**src/rtl/core_sequencer_pkg.sv**
```systemverilog
`default_nettype none
// +--------------------------------------------------------------------------+
// | core_sequencer_pkg : state encodings, RV32I major opcodes, trap causes    |
// | Revision 1.0                                                             |
// +--------------------------------------------------------------------------+
package core_sequencer_pkg;

    typedef enum logic [2:0] {
        ST_IDLE   = 3'd0,
        ST_FETCH  = 3'd1,
        ST_DECODE = 3'd2,
        ST_EXEC   = 3'd3,
        ST_MEM    = 3'd4,
        ST_WB     = 3'd5,
        ST_TRAP   = 3'd6
    } state_e;

    localparam logic [6:0] OP_OPIMM  = 7'b0010011;
    localparam logic [6:0] OP_LOAD   = 7'b0000011;
    localparam logic [6:0] OP_STORE  = 7'b0100011;
    localparam logic [6:0] OP_OP     = 7'b0110011;
    localparam logic [6:0] OP_BRANCH = 7'b1100011;
    localparam logic [6:0] OP_JAL    = 7'b1101111;
    localparam logic [6:0] OP_JALR   = 7'b1100111;
    localparam logic [6:0] OP_LUI    = 7'b0110111;
    localparam logic [6:0] OP_AUIPC  = 7'b0010111;

    localparam logic [1:0] CAUSE_NONE    = 2'b00;
    localparam logic [1:0] CAUSE_ILLEGAL = 2'b01;
    localparam logic [1:0] CAUSE_IMEM    = 2'b10;
    localparam logic [1:0] CAUSE_DMEM    = 2'b11;

    function automatic logic is_legal_op(input logic [6:0] op);
        logic legal;
        case (op)
            OP_OPIMM, OP_LOAD, OP_STORE, OP_OP, OP_BRANCH,
            OP_JAL, OP_JALR, OP_LUI, OP_AUIPC: legal = 1'b1;
            default:                           legal = 1'b0;
        endcase
        return legal;
    endfunction

    // Stores and branches retire without touching the register file.
    function automatic logic writes_rd(input logic [6:0] op);
        return (op != OP_STORE) && (op != OP_BRANCH);
    endfunction

endpackage : core_sequencer_pkg
`default_nettype wire

```
**src/rtl/core_sequencer_mem_wait_timer.sv**
```systemverilog
`default_nettype none
// +--------------------------------------------------------------------------+
// | core_sequencer_mem_wait_timer : counts unacked memory request cycles      |
// | Revision 1.0                                                             |
// +--------------------------------------------------------------------------+
module core_sequencer_mem_wait_timer #(
    parameter int LIMIT = 16
) (
    input  logic clk,
    input  logic rst,
    input  logic clear,
    input  logic count_en,
    output logic limit_hit
);

    generate
        if (LIMIT == 0) begin : g_disabled
            logic unused_inputs;
            assign unused_inputs = ^{clk, rst, clear, count_en};
            assign limit_hit     = 1'b0;
        end else begin : g_enabled
            localparam int CW = $clog2(LIMIT + 1);
            logic [CW-1:0] count_q;
            logic [CW-1:0] count_d;

            always_comb begin
                count_d = count_q;
                if (clear)
                    count_d = '0;
                else if (count_en)
                    count_d = count_q + CW'(1);
            end

            always_ff @(posedge clk or negedge rst) begin
                if (!rst)
                    count_q <= '0;
                else
                    count_q <= count_d;
            end

            // Fires in the cycle whose unacked wait makes the count reach LIMIT.
            assign limit_hit = count_en && (count_q == CW'(LIMIT - 1));
        end
    endgenerate

endmodule : core_sequencer_mem_wait_timer
`default_nettype wire

```
**src/rtl/core_sequencer.sv**
```systemverilog
`default_nettype none
// +--------------------------------------------------------------------------+
// | core_sequencer : multi-cycle FETCH/DECODE/EXEC/MEM/WB control FSM         |
// | Revision 1.0                                                             |
// +--------------------------------------------------------------------------+
module core_sequencer
    import core_sequencer_pkg::*;
#(
    parameter int MEM_TIMEOUT = 16,
    parameter int CNT_W       = 32
) (
    input  logic             clk,
    input  logic             rst,
    input  logic             hold,
    input  logic [6:0]       opcode,
    input  logic             imem_ack,
    input  logic             dmem_ack,
    output logic             imem_req,
    output logic             dmem_req,
    output logic             dmem_we,
    output logic             ir_we,
    output logic             reg_we,
    output logic             pc_we,
    output logic             busy,
    output logic             trap,
    output logic [1:0]       trap_cause,
    output logic [CNT_W-1:0] instret
);

    state_e           state_q,    state_d;
    logic             imem_req_q, imem_req_d;
    logic             dmem_req_q, dmem_req_d;
    logic             dmem_we_q,  dmem_we_d;
    logic             ir_we_q,    ir_we_d;
    logic             reg_we_q,   reg_we_d;
    logic             pc_we_q,    pc_we_d;
    logic             busy_q,     busy_d;
    logic             trap_q,     trap_d;
    logic [1:0]       cause_q,    cause_d;
    logic [CNT_W-1:0] instret_q,  instret_d;

    logic timer_clr;
    logic timer_en;
    logic timer_hit;

    assign timer_en = (imem_req_q && !imem_ack) || (dmem_req_q && !dmem_ack);

    core_sequencer_mem_wait_timer #(
        .LIMIT (MEM_TIMEOUT)
    ) u_timer (
        .clk       (clk),
        .rst       (rst),
        .clear     (timer_clr),
        .count_en  (timer_en),
        .limit_hit (timer_hit)
    );

    always_comb begin
        state_d    = state_q;
        imem_req_d = 1'b0;
        dmem_req_d = 1'b0;
        dmem_we_d  = 1'b0;
        ir_we_d    = 1'b0;
        reg_we_d   = 1'b0;
        pc_we_d    = 1'b0;
        trap_d     = trap_q;
        cause_d    = cause_q;
        instret_d  = instret_q;
        timer_clr  = 1'b0;

        case (state_q)
            ST_IDLE: begin
                if (!hold) begin
                    state_d    = ST_FETCH;
                    imem_req_d = 1'b1;
                    timer_clr  = 1'b1;
                end
            end
            // After the ack, FETCH spends one extra cycle with ir_we high so the
            // IR holds the new instruction by the time DECODE looks at opcode.
            ST_FETCH: begin
                if (ir_we_q) begin
                    state_d = ST_DECODE;
                end else if (imem_req_q && imem_ack) begin
                    ir_we_d = 1'b1;
                end else if (timer_hit) begin
                    state_d = ST_TRAP;
                    trap_d  = 1'b1;
                    cause_d = CAUSE_IMEM;
                end else begin
                    imem_req_d = 1'b1;
                end
            end
            ST_DECODE: begin
                if (is_legal_op(opcode)) begin
                    state_d = ST_EXEC;
                end else begin
                    state_d = ST_TRAP;
                    trap_d  = 1'b1;
                    cause_d = CAUSE_ILLEGAL;
                end
            end
            ST_EXEC: begin
                if (opcode == OP_LOAD || opcode == OP_STORE) begin
                    state_d    = ST_MEM;
                    dmem_req_d = 1'b1;
                    dmem_we_d  = (opcode == OP_STORE);
                    timer_clr  = 1'b1;
                end else begin
                    state_d   = ST_WB;
                    pc_we_d   = 1'b1;
                    reg_we_d  = writes_rd(opcode);
                    instret_d = instret_q + CNT_W'(1);
                end
            end
            ST_MEM: begin
                if (dmem_req_q && dmem_ack) begin
                    state_d   = ST_WB;
                    pc_we_d   = 1'b1;
                    reg_we_d  = writes_rd(opcode);
                    instret_d = instret_q + CNT_W'(1);
                end else if (timer_hit) begin
                    state_d = ST_TRAP;
                    trap_d  = 1'b1;
                    cause_d = CAUSE_DMEM;
                end else begin
                    dmem_req_d = 1'b1;
                    dmem_we_d  = dmem_we_q;
                end
            end
            ST_WB: begin
                if (hold) begin
                    state_d = ST_IDLE;
                end else begin
                    state_d    = ST_FETCH;
                    imem_req_d = 1'b1;
                    timer_clr  = 1'b1;
                end
            end
            ST_TRAP: begin
                state_d = ST_TRAP;
            end
            default: begin
                state_d = ST_IDLE;
            end
        endcase

        busy_d = (state_d != ST_IDLE) && (state_d != ST_TRAP);
    end

    always_ff @(posedge clk or negedge rst) begin
        if (!rst) begin
            state_q    <= ST_IDLE;
            imem_req_q <= 1'b0;
            dmem_req_q <= 1'b0;
            dmem_we_q  <= 1'b0;
            ir_we_q    <= 1'b0;
            reg_we_q   <= 1'b0;
            pc_we_q    <= 1'b0;
            busy_q     <= 1'b0;
            trap_q     <= 1'b0;
            cause_q    <= CAUSE_NONE;
            instret_q  <= '0;
        end else begin
            state_q    <= state_d;
            imem_req_q <= imem_req_d;
            dmem_req_q <= dmem_req_d;
            dmem_we_q  <= dmem_we_d;
            ir_we_q    <= ir_we_d;
            reg_we_q   <= reg_we_d;
            pc_we_q    <= pc_we_d;
            busy_q     <= busy_d;
            trap_q     <= trap_d;
            cause_q    <= cause_d;
            instret_q  <= instret_d;
        end
    end

    assign imem_req   = imem_req_q;
    assign dmem_req   = dmem_req_q;
    assign dmem_we    = dmem_we_q;
    assign ir_we      = ir_we_q;
    assign reg_we     = reg_we_q;
    assign pc_we      = pc_we_q;
    assign busy       = busy_q;
    assign trap       = trap_q;
    assign trap_cause = cause_q;
    assign instret    = instret_q;

endmodule : core_sequencer
`default_nettype wire
```
**config.mk**
```make
export PLATFORM = sky130hd
export DESIGN_NAME = core_sequencer
export DESIGN_NICKNAME = d
export VERILOG_FILES = /design/src/rtl/core_sequencer_pkg.sv /design/src/rtl/core_sequencer_mem_wait_timer.sv /design/src/rtl/core_sequencer.sv
export SDC_FILE = /design/constraint.sdc
export NUM_CORES = 1
export LEC_CHECK = 0
export CORE_MARGIN = 2
export CORE_UTILIZATION = 45
export DETAILED_ROUTE_END_ITERATION = 10
export GPL_TIMING_DRIVEN = 0
export HOLD_SLACK_MARGIN = 0.15
export PLACE_DENSITY = 0.82
export SLEW_MARGIN = 10
export SYNTH_ARGS = -nofsm -noshare
export SYNTH_HDL_FRONTEND = slang
export SYNTH_SLANG_ARGS = --single-unit
```
**constraint.sdc**
```tcl
create_clock -name clk -period 1.9 [get_ports clk]
set_clock_uncertainty 0.2 [all_clocks]
set_input_delay 0.19 -clock clk [delete_from_list [all_inputs] [get_ports clk]]
set_output_delay 0.19 -clock clk [all_outputs]
set_load 0.05 [all_outputs]
```
==> flow_results.org <==
** Synthesis
- Synthesis produced a netlist with a net count of 255.
- Sequential cell area fraction in the yosys report :: around half
- Warnings, synthesis :: 0
- The average instance in the mapped netlist occupies 10.3 sq um.
- In the synthesized netlist the dominant register cell turns out to be sky130_fd_sc_hd__dfrtp_1.
- Synthesis produced a netlist whose cell count is 240.
- For this run, asynchronously set or reset flops after synthesis account for 100%.
- In this run, distinct cell masters in the synthesized netlist total 41.
- EDFF count, synth :: 0
- The synthesized netlist occupies a cell area of 2480 sq um.
- Flip-flop and latch count after synthesis :: 50

** Detailed routing
- Via count normalized by instance count :: 5.51
- DR iter-0 viols :: 104
- Vias :: 2197
- Wire length after detailed routing :: 6.82 mm
- Routed WL per cell :: between 15 and 20 um
- First-pass iteration count of the detailed router :: 4
- In the routed design, unresolved DRC markers number 0.
- In this run the remaining antenna-violating nets after routing total 0.

** Status
- Violated checks :: negative setup slack
- The run finished, with violations left.

** Placement
- Placer's final routability congestion estimate :: 0.873
- DP Worst Slack :: -0.561 ns
- Detailed placement ended at an HPWL of 4.17 mm.
- Cell Area, Placed :: 3160 sq um
- Buffers placed on the I/O ports in this run total 53.
- Once placement completed, the tool counted placed cells totaling about 370.

** Worst hold path
- Counting instances, the worst hold path has a depth of 3.
- Hold worst-path end :: dmem_we$_DFFE_PN0N_
- In this run the most critical hold path is launched from opcode[3].
- Classification of the worst-slack hold path :: in -> reg

** STA
- Setup repair after global routing could not meet its margin everywhere.
- The count of endpoints failing hold in the final timing report is 0.
- Summed over all failing endpoints, the final setup total negative slack is -0.832 ns.
- Part of the cycle the worst path needs :: 107%
- Total count of max-transition violations in the final report :: 0
- Worst Tran Pin Value :: ~0.69 ns
- Upper clock frequency limit :: slightly below 0.5 GHz
- Max_slew headroom :: 54.0%
- After layout, the worst setup slack is -0.127 ns.
- Min cycle time layout :: a little over 2 ns
- Number of setup violations in the final report :: 12

** Die
- After floorplanning, the core was divided into 27 placement rows.
- Initial standard-cell utilization of the core :: 45.8%
- Ports :: 54
- Measured along the x axis, the die boundary spans between 70 and 80 um.
- The die covers 6110 sq um.
- Core Area :: 5410 sq um
- Die Span Y :: 78.2 um

** Clock network
- CTS sink cnt :: 50
- Maximum level of the CTS H-tree :: 2
- Counting the buffers created by CTS gives 5.
- CTS tree :: yes
- Clock tree root driver cell :: sky130_fd_sc_hd__clkbuf_8
- Number of buffers on the longest clock path :: 2
- Worst-Skew Late Latency :: around 0.3 ns
- After clock tree synthesis, the clock-pin slew on the worst setup and hold paths is 0.09 ns.

** Worst setup path
- Required time of the critical path :: 1.90 ns
- Traced cell by cell, the critical path runs through buf_6, nor3b_4, nand3_2, a2111oi_4, buf_6, nand4_1, xnor2_1.
- Tracing the worst setup path back leads to its startpoint at state_q[1]$_DFF_PN0_.
- Of all nets on the critical path, the largest fanout is 5.
- The worst register-to-register path begins at state_q[1]$_DFF_PN0_.
- Counting stages on the worst path, the most repeated cell is sky130_fd_sc_hd__buf_6.
- CP max stage delay :: between 0.3 and 0.4 ns
- Critical path type :: reg -> reg
- The setup check on the worst reg-to-reg path leaves a slack of -0.13 ns.
- On the critical path, the stage with the largest delay is an instance of sky130_fd_sc_hd__dfrtp_1.
- The worst setup path is launched from a flop.
- FF-to-FF End :: instret[24]$_DFFE_PN0P_
- Kind of end point of the critical path :: flop
- Data arrival at the endpoint of the critical path :: slightly above 2 ns
- The number of cells on the worst reg-to-reg path is 7.

** Global routing
- The number of antenna violations at the first check in global routing came to 0.
- Number of global-route vias before repair :: 2163
- For this run, the total global-route usage over all layers was measured as 20.9%.
- The first global-routing pass estimated 10.1 mm of wire.
- Maximum number of pins on one net before global-route repair :: 29
- Summed over all layers, the global routing overflow is 0.

** Final layout
- Final-stage net count :: 341
- The post-route netlist has 30.9% of its cells at a drive strength greater than 1.
- Antenna diodes :: 0
- Final std cell area, no fill :: 3720 sq um
- # fillers :: 387
- Area growth from synthesis to layout :: 50.1%
- Count of placed standard cells in the final layout, fillers left out :: 399

** Pwr
- Leakage power :: around 0.0018 uW
- For this design the ratio of total power to cell area is 988 nW/um^2.
- Post-layout total power :: 3670 uW
- The worst-case IR drop observed on VDD is 0.000604 V.

** Job
- Max Cap Viol :: 0
final cells by class:
| cell class | count | area [sq um] | area share, % |
|---|---|---|---|
| buffer | 1 | 11.3 | 0.303 |
| clock inverter | 1 | 30.0 | 0.808 |
| timing repair buffer | 79 | 742 | 20.0 |
| inverter | 5 | 18.8 | 0.505 |
| clock buffer | 7 | 76.3 | 2.05 |
| tap | 72 | 90.1 | 2.42 |
| multi-input combinational | 184 | 1470 | 39.5 |
| sequential | 50 | 1280 | 34.4 |
how the worst max path moves through the flow:
stage                                          to  slack (ns)  depth (start not counted)
after floorplan           instret[24]$_DFFE_PN0P_       -0.16                          5
after global placement    instret[24]$_DFFE_PN0P_       -1.18                          1
after detailed placement  instret[28]$_DFFE_PN0P_       -0.56                          6
after CTS                 instret[24]$_DFFE_PN0P_       -0.06                          7
after global routing      instret[24]$_DFFE_PN0P_       -0.23                          7
final                     instret[24]$_DFFE_PN0P_       -0.13                          7
critical path, delay by kind of cell (launching register included):
family                    cells  cell delay [ns]
DFF                           1             0.39
AOI/OAI and AO/OA             1             0.39
buffers and inverters         2             0.33
xor gates and xnor gates      1             0.15
and+or+nand+nor               3             0.46
routing by layer:
layer,routed length (um),vias to the layer above,global-route usage [%],share of wire [%]
met4,170,0,8.60,2.5
met3,268,18,4.02,3.9
met2,3470,71,35.7,51
met5,0,-,0,0
li1,-,1037,-,-
met1,2910,1071,26.1,43
cell families (layout without fill, tap and decap cells):
group	Yosys count	count (layout)	synth area share, %
xor gates and xnor gates	34	34	12.0
and+or+nand+nor	119	119	26.0
buffers and inverters	7	93	1.21
DFF	50	50	50.5
adders and majority gates	3	3	1.52
AOI/OAI and AO/OA	27	28	8.69
layout by cell type (no fill, tap or decap), types with 6 or more instances in the layout:
cell                              instances
sky130_fd_sc_hd__dlygate4sd2_1           34
sky130_fd_sc_hd__dfrtp_1                 28
sky130_fd_sc_hd__nand2_1                 26
sky130_fd_sc_hd__dfrtp_2                 22
sky130_fd_sc_hd__buf_4                   19
sky130_fd_sc_hd__xor2_1                  17
sky130_fd_sc_hd__nor2_1                  16
sky130_fd_sc_hd__xnor2_1                 15
sky130_fd_sc_hd__nand4_1                 14
sky130_fd_sc_hd__clkdlybuf4s50_1         12
sky130_fd_sc_hd__nand3_1                 11
sky130_fd_sc_hd__dlymetal6s2s_1           6
cells in the mapped netlist, types with 2 or more instances:
library cell | n | area (sq um)
sky130_fd_sc_hd__nand3_1 | 14 | 70.1
sky130_fd_sc_hd__inv_1 | 5 | 18.8
sky130_fd_sc_hd__and3_1 | 4 | 25.0
sky130_fd_sc_hd__a211oi_1 | 3 | 22.5
sky130_fd_sc_hd__nor3_1 | 9 | 45.0
sky130_fd_sc_hd__dfrtp_1 | 50 | 1250
sky130_fd_sc_hd__nand4bb_1 | 2 | 22.5
sky130_fd_sc_hd__o21ai_0 | 7 | 35.0
sky130_fd_sc_hd__nor2_1 | 19 | 71.3
sky130_fd_sc_hd__nor3b_1 | 3 | 22.5
sky130_fd_sc_hd__a21boi_0 | 2 | 15.0
sky130_fd_sc_hd__nor4_1 | 5 | 31.3
sky130_fd_sc_hd__nand4_1 | 14 | 87.6
sky130_fd_sc_hd__nor2b_1 | 3 | 18.8
sky130_fd_sc_hd__a21oi_1 | 2 | 10.0
sky130_fd_sc_hd__and4_1 | 3 | 26.3
sky130_fd_sc_hd__o31a_1 | 2 | 17.5
sky130_fd_sc_hd__nand2_1 | 30 | 113
sky130_fd_sc_hd__xnor2_1 | 17 | 149
sky130_fd_sc_hd__xor2_1 | 17 | 149
sky130_fd_sc_hd__ha_1 | 3 | 37.5
sky130_fd_sc_hd__nand2b_1 | 7 | 43.8
what timing repair did:
item	4_1_cts	5_1_grt
endpoints found under the hold margin	39	1
resized for setup	65	37
buffers inserted	11	11
cloned	1	1
hold buffers	1	1
pin swaps	14	16
setup endpoints to repair	61	32
metrics by stage:
stage	hold WS, ns	utilization, %
finish	0.209	68.8
global route	0.225	68.8
CTS	0.185	63.8
detailed placement	0.0605	58.5
global placement	0.253	58.1
floorplan	-0.306	-
where the power goes:
part	switching (uW)	leakage, uW	internal, uW	total, uW
clock	350	0.0000524	394	745
sequential	156	0.000635	1240	1390
combinational	902	0.00111	633	1530
flip-flops by register name, indices dropped and copies added, names as in the netlist:
name                       cells
state_q                        3
imem_req                       1
reg_we                         1
trap_cause                     2
trap                           1
u_timer.g_enabled.count_q      5
pc_we                          1
instret                       32
busy                           1
ir_we                          1
dmem_we                        1
dmem_req                       1
Power figures use the tool's default switching activity.
